==> src/rtl/io_bus_de0.sv <==
// io_bus_de0: memory-mapped I/O bridge (7-seg, LEDs, switches, debounced buttons) beside dmem
module io_bus_de0 #(
    parameter int DEB_CYCLES = 500000
) (
    input  logic        clk,
    input  logic        rst_n,
    input  logic [31:0] addr,
    input  logic [31:0] wdata,
    input  logic        we,
    input  logic [31:0] mem_rdata,
    output logic        dmem_we,
    output logic [31:0] rdata,
    input  logic [2:0]  buttons,
    input  logic [9:0]  switchs,
    output logic [7:0]  seg1,
    output logic [7:0]  seg2,
    output logic [7:0]  seg3,
    output logic [7:0]  seg4,
    output logic [9:0]  leds
);
    localparam int CW = (DEB_CYCLES > 1) ? $clog2(DEB_CYCLES) : 1;
    localparam logic [CW-1:0] CMAX = CW'(DEB_CYCLES - 1);
    localparam logic [6:0] HEX [16] = '{
        7'h40, 7'h79, 7'h24, 7'h30, 7'h19, 7'h12, 7'h02, 7'h78,
        7'h00, 7'h10, 7'h08, 7'h03, 7'h46, 7'h21, 7'h06, 7'h0E
    };

    logic          io_sel, wr_ok, sel_q, unused;
    logic [23:0]   seg_r;
    logic [9:0]    led_r, sw_s1, sw_s2;
    logic [2:0]    bt_s1, bt_s2, lvl, flag, tog, clr;
    logic [CW-1:0] cnt [3];
    logic [31:0]   io_rdata, io_rdata_q;

    assign io_sel  = addr[31:8] == 24'hFFFFFF;
    assign dmem_we = we & ~io_sel;
    assign wr_ok   = we & io_sel & (addr[7:4] == 4'd0);
    assign clr     = (wr_ok && addr[3:2] == 2'd3) ? wdata[10:8] : 3'd0;
    assign leds    = led_r;
    assign rdata   = sel_q ? io_rdata_q : mem_rdata;
    assign unused  = ^{addr[1:0], wdata[31:24]};

    // register file read mux; offsets beyond 0x0C inside the window read as zero
    always_comb begin
        io_rdata = (addr[7:4] != 4'd0) ? 32'd0 :
                   (addr[3:2] == 2'd0) ? {8'd0, seg_r} :
                   (addr[3:2] == 2'd1) ? {22'd0, led_r} :
                   (addr[3:2] == 2'd2) ? {22'd0, sw_s2} :
                                         {21'd0, flag, 5'd0, lvl};
    end

    // active-low hex decode; a disabled digit is fully dark including dp
    always_comb begin
        seg1 = seg_r[16] ? {~seg_r[20], HEX[seg_r[3:0]]}   : 8'hFF;
        seg2 = seg_r[17] ? {~seg_r[21], HEX[seg_r[7:4]]}   : 8'hFF;
        seg3 = seg_r[18] ? {~seg_r[22], HEX[seg_r[11:8]]}  : 8'hFF;
        seg4 = seg_r[19] ? {~seg_r[23], HEX[seg_r[15:12]]} : 8'hFF;
    end

    // a button toggles its accepted level once the counter has run out while still differing
    always_comb begin
        tog = 3'd0;
        for (int i = 0; i < 3; i++) tog[i] = (~bt_s2[i] != lvl[i]) && (cnt[i] == CMAX);
    end

    // writable registers, input synchronizers and the registered read path
    always_ff @(posedge clk or negedge rst_n) begin
        if (!rst_n) begin
            seg_r      <= '0;
            led_r      <= '0;
            sw_s1      <= '0;
            sw_s2      <= '0;
            bt_s1      <= '0;
            bt_s2      <= '0;
            sel_q      <= 1'b0;
            io_rdata_q <= '0;
        end else begin
            if (wr_ok && addr[3:2] == 2'd0) seg_r <= wdata[23:0];
            if (wr_ok && addr[3:2] == 2'd1) led_r <= wdata[9:0];
            sw_s1      <= switchs;
            sw_s2      <= sw_s1;
            bt_s1      <= buttons;
            bt_s2      <= bt_s1;
            sel_q      <= io_sel;
            io_rdata_q <= io_rdata;
        end
    end

    // debounce counters, accepted levels and sticky press flags (a new press beats a clear)
    always_ff @(posedge clk or negedge rst_n) begin
        if (!rst_n) begin
            for (int i = 0; i < 3; i++) cnt[i] <= '0;
            lvl  <= '0;
            flag <= '0;
        end else begin
            for (int i = 0; i < 3; i++) begin
                cnt[i]  <= ((~bt_s2[i] == lvl[i]) || tog[i]) ? '0 : cnt[i] + 1'b1;
                lvl[i]  <= lvl[i] ^ tog[i];
                flag[i] <= (flag[i] & ~clr[i]) | (tog[i] & ~lvl[i]);
            end
        end
    end
endmodule

==> config.mk <==
export PLATFORM = sky130hd
export DESIGN_NAME = io_bus_de0
export DESIGN_NICKNAME = d
export VERILOG_FILES = /design/src/rtl/io_bus_de0.sv
export SDC_FILE = /design/constraint.sdc
export NUM_CORES = 1
export LEC_CHECK = 0
export CAP_MARGIN = 10
export CORE_ASPECT_RATIO = 0.9
export CORE_UTILIZATION = 54
export DETAILED_ROUTE_END_ITERATION = 16
export MAX_ROUTING_LAYER = met4
export PLACE_DENSITY = 0.86
export RECOVER_POWER = 50
export SLEW_MARGIN = 5
export SYNTH_ARGS = -nofsm -noshare
export SYNTH_HDL_FRONTEND = slang
export SYNTH_SLANG_ARGS = --single-unit
==> constraint.sdc <==
create_clock -name clk -period 5.4 [get_ports clk]
set_clock_uncertainty 0.1 [all_clocks]
set_input_delay 0.54 -clock clk [delete_from_list [all_inputs] [get_ports clk]]
set_output_delay 0.54 -clock clk [all_outputs]
set_load 0.02 [all_outputs]
==> results.sh <==
export IMPL_run_status="finished, violations left"
export IMPL_violations="capacitance limit, slew limit"
export IMPL_cts_hold_buf=0
export IMPL_layout_stage_area_growth_over_the_synthesis_result_pct=32.95
export IMPL_max_clock_path_buffers=2
export IMPL_first_pass_iters=5
export IMPL_wirelength_mm=18.47
export IMPL_finalHoldWorstSlack_ns=0.2466
export IMPL_synth_enable_flop_cells=0
export IMPL_critical_path_arrival_ns=2.65
export IMPL_clk_transition_reported_paths_ns=0.06
export IMPL_routed_wirelength_normalized_by_instance_count_um=16.87
export IMPL_timing_setup_critical_path_class="in -> out"
export IMPL_netlist_area_leader_share_pct=48.64
export IMPL_design_final_nets=1037
export IMPL_syn_cell_area_mm2=0.007615
export IMPL_ctsHtreeMaxLevel=4
export IMPL_postCtsResizedCells=0
export IMPL_drtAntennaViolNets=0
export IMPL_cts_buffers_inserted=17
export IMPL_synth_area_in_compound_gates_pct=6.737
export IMPL_cp_slowest_stage_delay_ns=0.70
export IMPL_syn_mean_instance_area_um2=10.42
export IMPL_finalWeightedCongestion=0.8867
export IMPL_worst_skew_pair_late_latency_ns=0.42
export IMPL_seq_area_frac_synth_pct=48.64
export IMPL_setup_viol_count_final=0
export IMPL_crit_path_end_kind="output port"
export IMPL_synth_xor_area_share_pct=5.061
export IMPL_pin_count_of_the_biggest_net_entering_global_routing=115
export IMPL_cts_post_setup_buffers_inserted=0
export IMPL_die_w_um=127.2
export IMPL_num_rows=40
export IMPL_max_slew_worst_pin_slew_ns=2.744
export IMPL_grt_overflow_total=0
export IMPL_ordered_cell_list_for_the_critical_path="dlygate4sd3_1 > nand4_1 > or4_1 > nor2_1 > nor2b_1 > clkdlybuf4s50_1"
export IMPL_grt_antenna_before_repair=0
export IMPL_post_dp_hpwl_mm=12.85
export IMPL_die_area_mm2=0.01458
export IMPL_seq_cell_area_mm2=0.003704
export IMPL_critical_path_top_delay_family="buffers and inverters"
export IMPL_static_leakage_power_nw=4.189
export IMPL_number_of_nets_produced_by_synthesis=873
export IMPL_final_cycle_utilization_of_the_critical_path_pct=60.98
export IMPL_netlist_instances=731
export IMPL_cts_tree="built"
export IMPL_synthMuxAreaShare_pct=11.81
export IMPL_dp_slack_ns=1.755
export IMPL_yosysWarnings=0
export IMPL_worstHoldPathType="reg -> reg"
export IMPL_cts_root_buf="sky130_fd_sc_hd__clkbuf_16"
export IMPL_multiInputGateArea_mm2=0.003632
export IMPL_antenna_diode_count=0
export IMPL_slew_viol_final=115
export IMPL_buffers_plus_inverters_on_the_worst_setup_path=2
export IMPL_remaining_drc_errors=0
export IMPL_yosys_top_cells_area="sky130_fd_sc_hd__dfrtp_1, sky130_fd_sc_hd__mux2_2, sky130_fd_sc_hd__ha_1"
export IMPL_vdd_ir_drop_worst_v=0.0002255
export IMPL_stdcell_count=1095
export IMPL_coreArea_mm2=0.01356
export IMPL_globalRouteTotalUtil_pct=27.10
export IMPL_fmaxAchievable_mhz=303.7
export IMPL_finalHoldViolations=0
export IMPL_fill_cells=902
export IMPL_placed_cells_incl_taps=1065
export IMPL_cts_sinks=148
export IMPL_avgViaCountPerCell=5.585
export IMPL_max_cap_violations=1
export IMPL_yosys_cell_count_top_type="sky130_fd_sc_hd__dfrtp_1"
export IMPL_post_synth_simple_gate_area_pct=19.11
export IMPL_dominant_combinational_cell_family_by_area_after_synthesis="simple AND/OR/NAND/NOR gates"
export IMPL_grt_first_pass_wirelength_mm=29.40
export IMPL_finalWorstPathRequiredPeriod_ns=3.293
export IMPL_num_vias=6116
export IMPL_cell_types_with_the_highest_counts_after_synthesis="sky130_fd_sc_hd__dfrtp_1, sky130_fd_sc_hd__nor2_1, sky130_fd_sc_hd__mux2_2, sky130_fd_sc_hd__nand2_1, sky130_fd_sc_hd__inv_1"
export IMPL_chipHeight_um=114.7
export IMPL_drive_gt1_share_pct=12.25
export IMPL_cpMaxStageDelayCell="sky130_fd_sc_hd__or4_1"
export IMPL_crit_path_start_kind="input port"
export IMPL_first_global_vias=5939
export IMPL_initial_core_utilization_pct=56.14
export IMPL_synth_main_ff_cell="sky130_fd_sc_hd__dfrtp_1"
export IMPL_worst_slew_margin_rel_pct=-82.95
export IMPL_crit_path_max_fanout=4
export IMPL_power_density_cells_mw_per_mm2=255.5
export IMPL_synth_top_area_cell="sky130_fd_sc_hd__dfrtp_1"
export IMPL_final_setup_tns_ns=0
export IMPL_floorplan_io_pins=187
export IMPL_dr_first_iter_drc_count=418
export IMPL_cell_variety_after_synth=42
export IMPL_synth_adder_area_share_pct=4.929
export IMPL_async_reset_ff_share_pct=100.0
export IMPL_port_buffers=176
export IMPL_yosys_reg_bits=148
export IMPL_setup_ws_ns=2.107
export IMPL_cp_required_ns=4.76
export IMPL_grt_setup_unrepaired="false"
[routing by layer]
| layer | track usage (%) | up-vias | routed length [um] |
|---|---|---|---|
| met5 | - | - | 0 |
| met4 | 9.365 | 0 | 393 |
| met3 | 5.748 | 32 | 1001 |
| met2 | 47.29 | 203 | 9484 |
| met1 | 31.12 | 2999 | 7592 |
| li1 | - | 2882 | - |
[report_power, final]
| group | internal (mW) | total, mW | switching [mW] | leakage (nW) |
|---|---|---|---|---|
| Combinational | 0.105 | 0.189 | 0.0847 | 1.91 |
| Clock | 0.826 | 1.26 | 0.434 | 0.299 |
| Sequential | 1.13 | 1.14 | 0.0109 | 1.98 |
| Total | 2.06 | 2.59 | 0.530 | 4.19 |
[cells by family after synthesis]
| kind of cell | after synthesis |
|---|---|
| flip-flops | 148 |
| AND/OR/NAND/NOR | 283 |
| adder cells (fa/ha/maj) | 30 |
| buffers and inverters | 70 |
| multiplexers | 75 |
| XOR/XNOR | 44 |
| AO/OA/AOI/OAI | 81 |
[worst paths after layout]
check | from | to | slack [ns] | depth (start not counted)
hold reg to reg | bt_s1[0] | bt_s2[0] | 0.25 | 0
setup reg to reg | cnt[7] | cnt[15] | 3.00 | 4
max in group asynchronous | rst_n | seg_r[6] | 2.67 | 2
setup / recovery | addr[28] | dmem_we | 2.11 | 6
min in group asynchronous | rst_n | cnt[13] | 0.86 | 1
hold / removal | bt_s1[0] | bt_s2[0] | 0.25 | 0
[through the flow]
stage	area, um^2	utilization (%)	power (mW)
finish	10120	74.64	2.587
global route	10120	74.64	2.676
CTS	10130	74.66	2.606
detailed placement	9497	70.02	1.348
global placement	9497	70.02	1.345
floorplan	7615	-	1.213
[worst reg2reg max path, cell delays in order (launching register included)]
cell and delay (ns):
sky130_fd_sc_hd__dfrtp_1 0.44, sky130_fd_sc_hd__or4b_2 0.69, sky130_fd_sc_hd__nor3_1 0.28, sky130_fd_sc_hd__a41o_1 0.63, sky130_fd_sc_hd__a21oi_1 0.12
[state kept, by name, indices dropped and copies added (netlist names)]
name        flops
bt_s1           3
bt_s2           3
cnt            57
flag            3
io_rdata_q     24
leds           10
lvl             3
seg_r          24
sel_q           1
sw_s1          10
sw_s2          10
[cell type report]
type	instances	area share [%]
flip-flops and latches	148	36.58
clock buffers	21	4.449
well taps	189	2.336
inverters	34	1.261
repair buffers	181	17.72
multi-input cells	513	35.88
clock inverters	9	1.767
[layout by cell type, fill, tap and decap left out, drive strengths merged, types with 4 or more instances in the layout]
master	count
o311ai	10
nand3	18
inv	34
or2	5
mux2	59
a21oi	28
clkdlybuf4s50	159
buf	5
o21ai	17
nor2	86
bufinv	5
o31ai	5
xor2	18
dlygate4sd3	16
or3	8
o211ai	11
nor2b	16
xnor2	26
nand2	51
or4	9
nand4	25
and3	9
nor3	15
nor4	18
mux4	6
nor3b	4
and2	11
dfrtp	148
ha	30
mux2i	10
clkbuf	22
(Power assumes the default switching activity.)
